<file path="config.mk">
export PLATFORM = sky130hd
export DESIGN_NAME = wb_port_scheduler
export DESIGN_NICKNAME = d
export VERILOG_FILES = /design/src/rtl/wb_port_scheduler.sv
export SDC_FILE = /design/constraint.sdc
export NUM_CORES = 1
export LEC_CHECK = 0
export ABC_AREA = 1
export CAP_MARGIN = 5
export CORE_ASPECT_RATIO = 0.5
export CORE_UTILIZATION = 54
export DETAILED_ROUTE_END_ITERATION = 16
export GPL_ROUTABILITY_DRIVEN = 0
export HOLD_SLACK_MARGIN = 0.05
export PLACE_DENSITY = 0.91
export SYNTH_ARGS = -nofsm -noshare
export SYNTH_HDL_FRONTEND = slang
export SYNTH_SLANG_ARGS = --single-unit
</file>
<file path="constraint.sdc">
create_clock -name clk -period 2.97 [get_ports clk]
set_input_delay 0.594 -clock clk [delete_from_list [all_inputs] [get_ports clk]]
set_output_delay 0.594 -clock clk [all_outputs]
set_load 0.05 [all_outputs]
</file>
<file path="src/rtl/wb_port_scheduler.sv">
// Write-back port arbiter: merges ALU results and a small load-return FIFO onto one
// register-file write port, tracks in-flight load destinations and guards loads from starvation.
module wb_port_scheduler #(
  parameter int STARVE_LIMIT = 4,
  parameter int BUF_DEPTH    = 2
) (
  input  logic        clk,
  input  logic        rst,
  input  logic        alu_wb_en,
  input  logic [3:0]  alu_dest,
  input  logic [31:0] alu_result,
  input  logic        mem_wb_en,
  input  logic [3:0]  mem_dest,
  input  logic [31:0] mem_result,
  output logic        mem_ready,
  input  logic        issue_en,
  input  logic [3:0]  issue_dest,
  input  logic [3:0]  src1,
  input  logic [3:0]  src2,
  input  logic        two_src,
  output logic        hazard,
  output logic        alu_stall,
  output logic        writeBackEn,
  output logic [3:0]  Dest_wb,
  output logic [31:0] Result_WB,
  output logic        proto_err
);

  localparam int PW = $clog2(BUF_DEPTH);
  localparam int CW = PW + 1;
  localparam int SW = $clog2(STARVE_LIMIT + 1);
  localparam logic [SW-1:0] STARVE_LAST = SW'(STARVE_LIMIT - 1);
  localparam logic [CW-1:0] DEPTH_C     = CW'(BUF_DEPTH);

  logic [3:0]    buf_dest_q [BUF_DEPTH];
  logic [31:0]   buf_data_q [BUF_DEPTH];
  logic [PW-1:0] wr_ptr_q, rd_ptr_q;
  logic [CW-1:0] count_q, count_d;
  logic [15:0]   pending_q, pending_d;
  logic [SW-1:0] starve_q, starve_d;
  logic          alu_stall_q, alu_stall_d;
  logic          proto_err_q, proto_err_d;

  logic          buf_empty, push, pop, alu_grant, head_blocked;
  logic [3:0]    head_dest;
  logic [31:0]   head_data;

  assign buf_empty = (count_q == '0);
  assign mem_ready = (count_q < DEPTH_C);
  assign alu_grant = alu_wb_en & ~alu_stall_q;
  // A forced stall cycle always hands the port to the buffer, even if the ALU ignores it.
  assign pop       = ~buf_empty & (~alu_wb_en | alu_stall_q);
  assign push      = mem_wb_en & mem_ready;
  assign head_dest = buf_dest_q[rd_ptr_q];
  assign head_data = buf_data_q[rd_ptr_q];

  assign hazard    = pending_q[src1] | (two_src & pending_q[src2]);
  assign alu_stall = alu_stall_q;
  assign proto_err = proto_err_q;

  always_comb begin
    writeBackEn = 1'b0;
    Dest_wb     = '0;
    Result_WB   = '0;
    if (alu_grant) begin
      writeBackEn = 1'b1;
      Dest_wb     = alu_dest;
      Result_WB   = alu_result;
    end else if (pop) begin
      writeBackEn = 1'b1;
      Dest_wb     = head_dest;
      Result_WB   = head_data;
    end
  end

  always_comb begin
    count_d   = count_q + CW'(push) - CW'(pop);
    pending_d = pending_q;
    if (pop)
      pending_d[head_dest] = 1'b0;
    if (issue_en)
      pending_d[issue_dest] = 1'b1;

    head_blocked = ~buf_empty & ~pop;
    starve_d     = '0;
    alu_stall_d  = 1'b0;
    if (head_blocked) begin
      if (starve_q == STARVE_LAST)
        alu_stall_d = 1'b1;
      else
        starve_d = starve_q + 1'b1;
    end

    proto_err_d = proto_err_q
                | (alu_wb_en & alu_stall_q)
                | (alu_grant & pending_q[alu_dest])
                | (mem_wb_en & ~mem_ready);
  end

  for (genvar gi = 0; gi < BUF_DEPTH; gi++) begin : g_entry
    always_ff @(posedge clk or negedge rst) begin
      if (!rst) begin
        buf_dest_q[gi] <= '0;
        buf_data_q[gi] <= '0;
      end else if (push && (wr_ptr_q == PW'(gi))) begin
        buf_dest_q[gi] <= mem_dest;
        buf_data_q[gi] <= mem_result;
      end
    end
  end

  always_ff @(posedge clk or negedge rst) begin
    if (!rst) begin
      wr_ptr_q    <= '0;
      rd_ptr_q    <= '0;
      count_q     <= '0;
      pending_q   <= '0;
      starve_q    <= '0;
      alu_stall_q <= 1'b0;
      proto_err_q <= 1'b0;
    end else begin
      if (push)
        wr_ptr_q <= wr_ptr_q + 1'b1;
      if (pop)
        rd_ptr_q <= rd_ptr_q + 1'b1;
      count_q     <= count_d;
      pending_q   <= pending_d;
      starve_q    <= starve_d;
      alu_stall_q <= alu_stall_d;
      proto_err_q <= proto_err_d;
    end
  end

endmodule

</file>
==> flow_summary.ini <==
[floorplan]
core_area_um2 = 9070
initial_core_util = 0.578
io-pin-count = 131
dieHeight_um = 71.7
die-area_um2 = 10100
num_rows = 24
die_w_um = 141

[timing]
min_period_ps = 2760
setup_ws_ps = 208
max_freq_ghz = 0.362
worst-slew-pin-transition_ps = 655
min_period_over_period = 0.930
setup_viol = 0
finalSetupTns_ps = 0
holdWs_ps = 82.5
finalClockSkew_ps = 3.52
hold_violations = 0
relSlewSlack = 0.563
rsz0062_at_grt = false
drv_slew = 0

[power_and_ir_drop]
ir_worst_vdd_mv = 0.497
power.density_nw_per_um2 = 997
leakagePower_uw = 0.00346

[synthesis]
syn_area_um2 = 5240
synth_seq_area_share = 0.463
ys_warn_count = 0
synthesis.nets = 754
syn_inst = 661
avgSynthCellArea_um2 = 7.93
ys_ff_latch = 97
ys.flop_type = dfrtp_1
synth-edff-count = 0
async_flop_share = 1.00
synth_cell_types = 31

[setup_path]
critPathMaxFanout = 11
critical_path_arrival_ps = 2170
r2r_slack_ps = 1050
worstPathRequired_ps = 2380
end_kind = primary output
path_class = primary input to primary output
start_kind = primary input

[global_route]
grt_max_degree = 88
antenna_found_initial = 0
grt_overflow_total = 0
grt_usage = 0.277
grt_pass1_vias = 4717
grt_pass1_wl_mm = 22.1

[cts]
cts_tree = done
postCtsSetupBuffers = 0
clk_root_buffer_cell = clkbuf_16
clockBufferDepth = 2
cts.sinks = 97
cts_inserted_buffers = 9
ctsResizeCount = 0
h-tree-depth = 3
cts_hold_buf = 0
clk_transition_reported_paths_ps = 60
clk_latency_ps = 340

[route]
vias_per_cell = 5.37
first_pass_iters = 5
ant_nets = 0
drtIter0Drc = 363
drcViolationCount = 0
wl_mm = 13.3
num_vias = 4905
wl_per_cell_um = 14.5

[cells_and_area]
syn_to_final_growth_pct = 31.6
diodes = 0
num-nets-final = 873
final_cell_mix = nand2_1 (230), dfrtp_1 (97), clkdlybuf4s50_1 (91)
drive_gt1_frac = 0.142
final_common_cell = nand2_1

[flow_run]
cap_violations = 0

[run_status]
status = complete, no violations

[placed_design]
portBuffers = 130
post-place-ws_ps = 248
dp_hpwl_mm = 9.27

[worst_hold_path]
hold_path_class = primary input to asynchronous set/reset pin
==> logic make-up after synthesis <==
| kind of cell | count (synthesis) | share of synthesized area |
|---|---|---|
| AND/OR/NAND/NOR | 278 | 0.212 |
| AO/OA/AOI/OAI | 168 | 0.216 |
| buffers and inverters | 112 | 0.0967 |
| flip-flops | 97 | 0.463 |
| XOR/XNOR | 3 | 0.00501 |
| adder cells (fa/ha/maj) | 3 | 0.00716 |
==> flip-flops by register name (all words and copies together) (netlist names) <==
signal / cells
alu_stall: 1
rd_ptr_q: 1
wr_ptr_q: 1
proto_err: 1
buf_dest_q: 8
pending_q: 16
count_q: 2
buf_data_q: 64
starve_q: 3
==> cell usage after synthesis (7+ instances only) <==
library cell	n	share of area
a22o_1	32	0.053
nand2_1	230	0.16
o21ai_2	39	0.065
nor2_1	15	0.011
clkbuf_1	8	0.0057
buf_2	12	0.011
nand3_1	22	0.021
a21oi_1	8	0.0076
buf_6	8	0.017
dfrtp_1	97	0.46
o21ai_0	72	0.069
o211ai_1	7	0.010
inv_1	78	0.056
==> per-stage QoR <==
step / instance area [µm²] / cells / utilization / total power, µW
final: 6900 / 914 / 0.761 / 6880
after global routing: 6900 / 914 / 0.761 / 7350
after CTS: 6900 / 914 / 0.761 / 6890
after detailed placement: 6590 / 899 / 0.727 / 5640
after global placement: 6590 / 899 / 0.727 / 5510
after floorplan: 5240 / 661 / - / 4640
==> layer usage <==
layer  wire [µm]  track usage  vias up
met1        5730        0.359     2313
met3         778       0.0568       34
met5           0            0        -
met2        6510        0.476      177
met4         248       0.0785        0
li1            -            -     2381
==> report_power, final <==
group	leakage [µW]	total [µW]	internal, µW	switching (µW)
Clock	0.000153	1210	755	457
Combinational	0.00211	3350	1190	2160
Sequential	0.00120	2310	1930	390
==> worst max-delay path: stages <==
cell             delay (ps)
clkdlybuf4s50_1         680
inv_1                   190
nand2_1                 110
nand3_1                  80
nand2_1                  80
nand2_1                  50
nand3_1                  80
nand3_1                  70
nand2_1                 100
buf_12                  140
==> area by class of cell <==
cell class                 count  area (µm²)
sequential                    97        2430
multi-input combinational    452        2320
fill                         647        2170
timing repair buffer         140        1380
inverter                      80         300
clock buffer                  12         246
tap                          130         163
clock inverter                 3        65.1
==> worst paths after layout <==
kind                                       end  depth (start not counted)        start
worst max-delay path                    hazard                         10      src2[0]
worst min-delay path            buf_data_q[46]                          1          rst
worst max register to register      count_q[1]                          8   count_q[1]
worst min register to register     starve_q[0]                          1  starve_q[0]
max in group asynchronous        pending_q[14]                          2          rst
min in group clk                   starve_q[0]                          1  starve_q[0]
Power figures use the tool's default switching activity.
